[src/rtl/hiscore_ram_arbiter.sv]
// Work-RAM port arbiter: pauses the CPU, waits SETTLE cycles, then hands the port to the hiscore engine.
// All outputs registered (1-cycle RAM mux latency); hs_rvalid lines up with ram_q of a 1-cycle RAM.
module hiscore_ram_arbiter #(
  parameter int AW         = 12,
  parameter int SETTLE     = 4,
  parameter int MAX_GRANT  = 256,
  parameter int USE_VBLANK = 1
) (
  input  logic          clk,
  input  logic          reset_n,
  input  logic          vblank,
  input  logic [AW-1:0] cpu_addr,
  input  logic [7:0]    cpu_dout,
  input  logic          cpu_we,
  input  logic          hs_req,
  input  logic [AW-1:0] hs_addr,
  input  logic [7:0]    hs_dout,
  input  logic          hs_we,
  input  logic          hs_rd,
  output logic          hs_gnt,
  output logic          hs_rvalid,
  output logic          hs_abort,
  output logic          pause_cpu,
  output logic [AW-1:0] ram_addr,
  output logic [7:0]    ram_din,
  output logic          ram_we
);

  localparam int SW = (SETTLE > 0) ? $clog2(SETTLE + 1) : 1;
  localparam int WW = $clog2(MAX_GRANT + 1);

  typedef enum logic [1:0] {IDLE, PAUSE_WAIT, GRANT, RELEASE} state_t;

  state_t        state;
  logic [SW-1:0] settle_cnt;
  logic [WW-1:0] wd_cnt;
  logic          lockout;
  logic          rd_acc;
  logic          vbl_ok;
  logic          wd_expired;
  logic          hs_stay;

  assign vbl_ok     = (USE_VBLANK == 0) || vblank;
  assign wd_expired = (wd_cnt == WW'(MAX_GRANT - 1));
  // The last GRANT cycle (request dropped or watchdog expiry) forwards no access.
  assign hs_stay    = hs_req && !wd_expired;

  always_ff @(posedge clk or negedge reset_n) begin
    if (!reset_n) begin
      state      <= IDLE;
      settle_cnt <= '0;
      wd_cnt     <= '0;
      lockout    <= 1'b0;
      rd_acc     <= 1'b0;
      hs_gnt     <= 1'b0;
      hs_rvalid  <= 1'b0;
      hs_abort   <= 1'b0;
      pause_cpu  <= 1'b0;
      ram_addr   <= '0;
      ram_din    <= '0;
      ram_we     <= 1'b0;
    end else begin
      hs_abort  <= 1'b0;
      rd_acc    <= 1'b0;
      // Read issued on ram_addr last cycle; the RAM returns it now.
      hs_rvalid <= rd_acc;
      case (state)
        IDLE: begin
          ram_addr <= cpu_addr;
          ram_din  <= cpu_dout;
          ram_we   <= cpu_we;
          if (!hs_req) begin
            lockout <= 1'b0;
          end else if (!lockout && vbl_ok) begin
            pause_cpu  <= 1'b1;
            settle_cnt <= SW'(SETTLE);
            state      <= PAUSE_WAIT;
          end
        end
        PAUSE_WAIT: begin
          ram_we <= 1'b0;
          if (!hs_req) begin
            pause_cpu <= 1'b0;
            state     <= IDLE;
          end else if (settle_cnt == '0) begin
            hs_gnt <= 1'b1;
            wd_cnt <= '0;
            state  <= GRANT;
          end else begin
            settle_cnt <= settle_cnt - SW'(1);
          end
        end
        GRANT: begin
          if (hs_stay) begin
            ram_addr <= hs_addr;
            ram_din  <= hs_dout;
            ram_we   <= hs_we;
            rd_acc   <= hs_rd && !hs_we;
            wd_cnt   <= wd_cnt + WW'(1);
          end else begin
            hs_gnt <= 1'b0;
            ram_we <= 1'b0;
            state  <= RELEASE;
            if (hs_req) begin
              hs_abort <= 1'b1;
              lockout  <= 1'b1;
            end
          end
        end
        RELEASE: begin
          ram_we    <= 1'b0;
          pause_cpu <= 1'b0;
          state     <= IDLE;
        end
        default: state <= IDLE;
      endcase
    end
  end

endmodule

[config.mk]
export PLATFORM = sky130hd
export DESIGN_NAME = hiscore_ram_arbiter
export DESIGN_NICKNAME = d
export VERILOG_FILES = /design/src/rtl/hiscore_ram_arbiter.sv
export SDC_FILE = /design/constraint.sdc
export NUM_CORES = 1
export LEC_CHECK = 0
export CORE_MARGIN = 1
export CORE_UTILIZATION = 45
export DETAILED_ROUTE_END_ITERATION = 10
export MAX_ROUTING_LAYER = met4
export PLACE_DENSITY = 0.78
export SETUP_SLACK_MARGIN = 0.2
export SLEW_MARGIN = 15
export SYNTH_ARGS = -nofsm -noshare
export SYNTH_HDL_FRONTEND = slang
export SYNTH_SLANG_ARGS = --single-unit
[constraint.sdc]
create_clock -name clk -period 2.6 [get_ports clk]
set_clock_uncertainty 0.15 [all_clocks]
set_input_delay 0.78 -clock clk [delete_from_list [all_inputs] [get_ports clk]]
set_output_delay 0.78 -clock clk [all_outputs]
set_load 0.02 [all_outputs]
Yosys cells after proc, flatten, opt, wreduce, memory -nomap -nowiden
Index checks and enable logic that the tools add are counted.

Bits in registers: 41. Input bits: 47. Output and inout port bits: 25. Word-level logic and storage cells: 86.

$add $sub $neg: 2. Eq/ne operators: 15. Mux-type cells: 37. Reductions and logical operators: 20.

Operators with widths (number): 9-bit 2-to-1 mux (3); 12-bit one-hot mux with 2 select lines (1); 2-bit inequality test (second input constant) (10); 4-bit AND reduction (5); 9-bit one-hot mux with 2 select lines (1); 8-bit one-hot mux with 2 select lines (1); 1-bit 2-to-1 mux (14); 12-bit 2-to-1 mux (1); 3-bit 2-to-1 mux (4); 2-bit 2-to-1 mux (5); 9-bit by 1-bit adder with 9-bit output (second input constant) (1); 9-bit by 8-bit == test with 1-bit output (second input constant) (1); 8-bit 2-to-1 mux (1); 2-bit one-hot mux with 4 select lines (1); 1-bit one-hot mux with 3 select lines (2); 3-bit one-hot mux with 2 select lines (1); 2-bit nonzero test (3); 5-bit AND reduction (1); 2-bit == test (second input constant) (2); 1-bit one-hot mux with 2 select lines (2); 1-bit logical AND (3); 1-bit logical NOT (3); 3-bit logical NOT (1); 3-bit inequality test (second input constant) (1); other kinds (6) (6).

Longest topological paths before layout
Gate-level depths: netlist (run 1).

Depth after elaboration: 5. Depth in mapped cells: 8. Gate-level depth less buffers: 7.

Worst setup path after synthesis (run 1)
No wires, ideal clock.

Kind: reg2reg. Start point: reg wd_cnt[0]. End point: reg ram_addr[0]. Library setup time: 0.125 ns. Arrival: 1.880 ns. Data required time: 2.325 ns. Slack: 0.446 ns. Cell stages (with the launch flop): 9. Path buffers: 1. Period minus slack after synthesis: 2.154 ns. Cell sequence: dfrtp_1 -> ha_1 -> nand3_1 -> nor3_1 -> ha_1 -> nand2b_1 -> a21oi_1 -> buf_2 -> mux2_2.

Longest elaborated chain between the ends: 5.

RTL lines: start: declaration (line 36) `logic [WW-1:0] wd_cnt;`; start signal: assignment (line 99) `wd_cnt <= wd_cnt + WW'(1);`; 9-bit by 8-bit == test with 1-bit output (line 44) `assign wd_expired = (wd_cnt == WW'(MAX_GRANT - 1));`; 1-bit logical NOT (line 46) `assign hs_stay = hs_req && !wd_expired;`; 1-bit logical AND (line 46); 2-bit inequality test (no source line); 2-bit AND reduction (no source line); end signal: assignment (line 69) `ram_addr <= cpu_addr;`; end signal: assignment (line 95) `ram_addr <= hs_addr;`; end: declaration (line 24) `output logic [AW-1:0] ram_addr,`.

Every way passes these cells. A chain may end at the register's enable or synchronous reset.

Final worst setup path (run 1)
Start point: reg wd_cnt[0]. End point: reg wd_cnt[5].

Longest elaborated chain between the ends: 5. Elaborated cells between the ends (all ways): 8. Those cells by class: add/sub (1); eq/ne (2); mux (2); reduce/logical (3).

RTL lines: branches (longest 5 deep; another with 9-bit by 1-bit adder with 9-bit output).

Several ways; the timed one is not identified. The select of a mux whose other input is x is not followed.

==> impl_metrics.json, run 1 <==
{
  "status": "completed",
  "path_depth": 7,
  "vias_per_cell": 5.20,
  "async_flop_share_pct": 100,
  "crit_path_top_delay_cell": "or4_1",
  "final_common_cell": "clkdlybuf4s50_1",
  "hold_class": "register to register",
  "synth_top_area_cell": "dfrtp_1",
  "cts_max_level": 2,
  "synth_flop_cell": "dfrtp_1",
  "portBuffers": 71,
  "cts_made_buffers": 5,
  "critPathCaptureType": "register",
  "whs_path_depth": 0,
  "fill_cells": 345,
  "yosysSeqAreaShare_pct": 50.8,
  "placed_area_um2": 2810,
  "firstDrtPassIters": 4,
  "yosys-top-cells-area": "dfrtp_1 (51%), mux2_2 (13%), mux2_1 (8.9%), ha_1 (2.5%), o21ai_0 (2.2%)",
  "dieArea_um2": 4760,
  "setup_slack_ns": 0.349,
  "avgSynthCellArea_um2": 12.4,
  "grt_usage_pct": 18.7,
  "drv_cap": 0,
  "final_cell_mix": "clkdlybuf4s50_1 (70), dfrtp_1 (41), mux2_2 (24), mux2_1 (16), o21ai_0 (9)",
  "critPathRequiredTime_ns": 2.68,
  "crit_path_start_kind": "register",
  "hold_violations": 0,
  "worstMarginPinSlew_ns": 0.496,
  "utilization_pct": 68.2,
  "synth_edf_count": 0,
  "area_delta_synth_final_pct": 45.9,
  "rsz0062_at_grt": "true",
  "met3_usage_pct": 8.19,
  "rrSetupSlack_ns": 0.35,
  "path_buf_inv": 0,
  "cts.reportedPaths.clkPinSlew_ns": 0.08,
  "crit_top_cell": "ha_1",
  "slowest_delay_ns": 0.53,
  "synth_top_area_share_pct": 50.8,
  "layout-drive-gt1-share_pct": 20.3,
  "postCtsHoldBufs": 0,
  "grt_pass1_vias": 1418,
  "num_antenna_cells": 0,
  "relSlewSlack_pct": 66.9,
  "clock-sinks": 41,
  "cp.arrival_ns": 2.33,
  "ir_drop_mv": 0.455,
  "post_drt_wl_per_cell_um": 13.7,
  "clock.fmax_mhz": 444,
  "synth_nets": 214,
  "grt_pass1_wl_um": 6820,
  "vias": 1524,
  "fin_crit_ns": 2.25,
  "synth-seq-cells": 41,
  "crit_family": "simple AND/OR/NAND/NOR gates",
  "multi_input_area_um2": 920,
  "cts_setup_buffers": 0,
  "place_congestion": 0.765,
  "synthesis.area_um2": 2020,
  "regArea_um2": 1030,
  "initial_utilization_pct": 46.7,
  "finalNetCount": 291,
  "dp_slack_ns": 0.0787,
  "r2r-start": "wd_cnt[0]",
  "p_leak_uw": 0.00124,
  "cts_root_buffer": "clkbuf_8",
  "use_met1_pct": 25.5,
  "final_cells": 293,
  "clockBufferDepth": 2,
  "setup_viol_count_final": 0,
  "drc_errors": 0,
  "grt_util_met2_pct": 25.5,
  "power.density_nw_per_um2": 993,
  "cp-endpoint": "wd_cnt[5]",
  "tns_ns": 0,
  "core_area_um2": 4320,
  "r2r.worst_path.cells": 7,
  "grt-ovfl-total": 0,
  "grt_max_degree": 42,
  "period_share_pct": 86.6,
  "gr-max-usage-layer": "met1",
  "path_cells": "ha_1 -> nand3_2 -> nor3_1 -> ha_1 -> nand4bb_2 -> or4_1 -> a21oi_1",
  "crit_type": "register to register",
  "rows": 24,
  "timing.rr.end": "wd_cnt[5]",
  "antenna_found_initial": 0,
  "cts_tree": "yes",
  "dr.first_iter.drc_count": 44,
  "synthDistinctLibCells": 38,
  "dp_hpwl_um": 3010,
  "finalInstanceArea_um2": 2950,
  "boundaryPins": 72,
  "antenna_left": 0,
  "clock_latency_ns": 0.30,
  "die_h_um": 69.0,
  "drt-total-wl_um": 4010,
  "cp_max_fo": 5,
  "yosysWarnings": 0,
  "dp.cells": 285,
  "post_cts_resized": 0,
  "report.final.slew_viol_count": 0,
  "synthCells": 163,
  "startpoint": "wd_cnt[0]",
  "die_x_um": 69.0
}
[synth_stat cells, types with 3 or more instances]
| cell | count |
|---|---|
| dfrtp_1 | 41 |
| mux2_2 | 24 |
| mux2_1 | 16 |
| o21ai_0 | 9 |
| a21oi_1 | 7 |
| inv_1 | 7 |
| buf_2 | 6 |
| nand2_1 | 5 |
| ha_1 | 4 |
| nand3_1 | 4 |
| nor2_1 | 3 |
| or3_1 | 3 |
[layout make-up]
cell class / instances / share of cell area (%)
Inverter: 7 / 0.891
Clock buffer: 5 / 2.33
Clock inverter: 3 / 2.21
Timing Repair Buffer: 79 / 26.4
Multi-Input combinational cell: 106 / 31.2
Sequential cell: 41 / 34.8
Tap cell: 52 / 2.21
[worst reg2reg max path: cells and delay by family (launching register included)]
family / cells / cell delay (ns)
compound gates: 1 / 0.16
fa+ha+maj: 2 / 0.45
flops: 1 / 0.41
simple gates: 4 / 1.01
[where the power goes]
group | total [µW] | switching, µW | internal [µW]
clock | 598 | 217 | 381
sequential | 1010 | 146 | 862
combinational | 1320 | 587 | 736
total | 2930 | 950 | 1980
[logic make-up after synthesis]
group           Yosys count  share of synthesized area (%)
mux                      41                           22.8
buf+inv                  16                           4.27
flops                    41                           50.8
simple gates             33                           10.8
compound gates           28                           8.92
fa+ha+maj                 4                           2.48
[through the flow]
stage / hold WS [ns] / power, µW
after global routing: 0.222 / 3100
after floorplan: 0.181 / 1790
after CTS: 0.215 / 2970
after global placement: 0.182 / 2330
after detailed placement: 0.194 / 2360
final: 0.214 / 2930
[worst min path at each step]
stage | start | slack (ns) | to
2_1_floorplan | rd_acc | 0.18 | hs_rvalid
3_3_place_gp | rd_acc | 0.18 | hs_rvalid
3_5_place_dp | rd_acc | 0.19 | hs_rvalid
4_1_cts | rd_acc | 0.21 | hs_rvalid
5_1_grt | rd_acc | 0.22 | hs_rvalid
6_report | rd_acc | 0.21 | hs_rvalid
[routing by layer]
metal,vias up,routed length [µm]
met2,59,1720
li1,746,-
met4,0,36
met1,714,1910
met5,-,0
met3,5,349
[flip-flops by register name, summed over array words and instances, names as in the netlist, named ones only]
signal and flops:
ram_addr 12, wd_cnt 9, ram_din 8, settle_cnt 3, hs_abort 1, hs_gnt 1, hs_rvalid 1, lockout 1
pause_cpu 1, ram_we 1, rd_acc 1, state 1
Note: power is estimated with default switching activity, not from simulation.
==> run 2, diff against run 1 <==
CORE_UTILIZATION = 30   (was 45)
PLACE_DENSITY = 0.55   (was 0.78)
RECOVER_POWER = 100   (was not set)
==> run 2 against run 1 <==
Net effect: the run now ends with design-rule violations left; design area fell by 0.21%; register-to-register slack got worse by 0.099 ns; routed wire length rose by 5.9%; fmax fell by 4.8%; critical path depth fell by 2; first-iteration DRC count rose by 16%; combinational power fell by 5%; largest cell class unchanged.
==> impl_metrics.json, run 2 (synthesis gave the netlist of run 1 again) <==
{
  "power.density_nw_per_um2": 925,
  "status": "complete, but fails checks",
  "cp_max_fo": 7,
  "post_drt_wl_per_cell_um": 13.3,
  "hold_class": "register to register",
  "finalInstanceArea_um2": 2940,
  "clkPwrFrac_pct": 17.2,
  "clock-sinks": 41,
  "core_area_um2": 6420,
  "clock_latency_ns": 0.29,
  "die_x_um": 84.1,
  "grt_max_degree": 42,
  "cts_root_buffer": "clkbuf_8",
  "place_congestion": 0.766,
  "r2r.worst_path.cells": 8,
  "regMostFlops": "ram_addr",
  "drv_cap": 0,
  "cts.reportedPaths.clkPinSlew_ns": 0.08,
  "grt-ovfl-total": 0,
  "utilization_pct": 45.8,
  "grt_pass1_vias": 1491,
  "p_int_uw": 1780,
  "rows": 29,
  "fin_crit_ns": 2.36,
  "p_sw_share_pct": 34.7,
  "vias": 1521,
  "p_leak_uw": 0.00124,
  "postCtsHoldBufs": 0,
  "whs_endpoint": "hs_rvalid",
  "cts_made_buffers": 5,
  "placed_area_um2": 2850,
  "drc_errors": 20,
  "num_antenna_cells": 0,
  "relSlewSlack_pct": 32.5,
  "period_share_pct": 91.0,
  "tns_ns": 0,
  "portBuffers": 71,
  "die_h_um": 84.1,
  "seqPwrFrac_pct": 36.5,
  "drt-total-wl_um": 4250,
  "finalNetCount": 292,
  "grt_usage_pct": 13.2,
  "cts_max_level": 2,
  "combPwrFrac_pct": 46.3,
  "critPathCaptureType": "register",
  "antenna_found_initial": 0,
  "cts_setup_buffers": 0,
  "hold_violations": 0,
  "crit_type": "input pin to register",
  "dp_slack_ns": 0.104,
  "antenna_left": 0,
  "grt_pass1_wl_um": 7130,
  "clockBufferDepth": 2,
  "initial_utilization_pct": 31.5,
  "top_regs": "ram_addr: 12 flops, wd_cnt: 9 flops, ram_din: 8 flops",
  "critPathRequiredTime_ns": 2.68,
  "rsz0062_at_grt": "false",
  "area_delta_synth_final_pct": 45.6,
  "cp.arrival_ns": 2.44,
  "whs_path_depth": 0,
  "rrSetupSlack_ns": 0.25,
  "final_common_cell": "clkdlybuf4s50_1",
  "dieArea_um2": 7070,
  "boundaryPins": 72,
  "r2r-start": "wd_cnt[0]",
  "timing.rr.end": "ram_addr[0]",
  "p_sw_uw": 944,
  "hold_path_startpoint": "rd_acc",
  "clock.fmax_mhz": 423,
  "firstDrtPassIters": 7,
  "startpoint": "hs_req",
  "final_cell_mix": "clkdlybuf4s50_1 (44), dfrtp_1 (41), dlygate4sd3_1 (26), mux2_2 (24), mux2_1 (16)",
  "cts_tree": "yes",
  "setup_viol_count_final": 0,
  "ir_drop_mv": 0.391,
  "crit_path_start_kind": "input pin",
  "worstMarginPinSlew_ns": 1.01,
  "dp_hpwl_um": 3080,
  "violations": "design-rule violations",
  "largest_register_ff_count": 12,
  "layout-drive-gt1-share_pct": 17.4,
  "setup_slack_ns": 0.235,
  "report.final.slew_viol_count": 0,
  "dr.first_iter.drc_count": 51,
  "vias_per_cell": 4.77,
  "hold_slack_ns": 0.205
}
run 2: changes by cell type in the layout (fill, tap and decap cells not counted), sizes merged:
cell / previous run / this run
clkdlybuf4s50: 70 / 44
dlygate4sd3: 0 / 26
clkbuf: 5 / 12
buf: 9 / 5
bufinv: 2 / 0
clkinv: 1 / 0
inv: 7 / 8
run 2: power groups by stage:
stage | Combinational (µW) | Sequential [µW] | Clock, µW
after floorplan | 571 | 1220 | 0
after global placement | 1350 | 1010 | 0
after detailed placement | 1350 | 1020 | 0
after CTS | 1360 | 1010 | 498
after global routing | 1360 | 1030 | 514
final | 1260 | 994 | 468
run 2: layout make-up:
type                       count  area [µm²]
timing repair buffer          80         768
tap                           77        96.3
clock buffer                   7        96.3
sequential                    41        1030
multi-input combinational    106         921
inverter                       7        26.3
clock inverter                 1        8.76
fill                         600        3480
run 2: worst max-delay path by stage:
stage | endpoint | slack [ns] | cells after the start
after detailed placement | wd_cnt[5] | 0.10 | 4
after global placement | wd_cnt[3] | 0.16 | 5
after CTS | wd_cnt[6] | 0.29 | 8
after floorplan | ram_addr[0] | 0.45 | 8
final | wd_cnt[6] | 0.24 | 5
after global routing | wd_cnt[6] | 0.12 | 8
run 2: repair_timing:
action                                  CTS  global route
gates resized for setup                   1             1
pin swaps                                 0             0
endpoints found under the setup margin    1             6
gates cloned                              0             0
run 2: stage by stage:
| stage | total power [µW] | instances |
|---|---|---|
| 2_1_floorplan | 1790 | 163 |
| 3_3_place_gp | 2360 | 311 |
| 3_5_place_dp | 2370 | 311 |
| 4_1_cts | 2860 | 319 |
| 5_1_grt | 2910 | 319 |
| 6_report | 2720 | 319 |
run 2: routing by layer:
layer | wire [µm] | share of wire (%) | up-vias | GRT usage (%)
li1 | - | - | 751 | -
met1 | 2070 | 49 | 716 | 17.0
met2 | 1780 | 42 | 49 | 20.0
met3 | 346 | 8.1 | 5 | 3.66
met4 | 46 | 1.1 | 0 | 4.70
met5 | 0 | 0 | - | -
run 2: critical path, stage by stage:
cell,delay [ns]
dlygate4sd3_1,0.63
clkbuf_1,0.23
nand4b_1,0.21
a2111oi_1,0.45
a211o_1,0.15
==> run 3, diff against run 2 <==
ABC_CLOCK_PERIOD_IN_PS = 2600   (was not set)
==> results of run 3 <==
No change in the layout: final DEF, timing and power equal those of run 2.
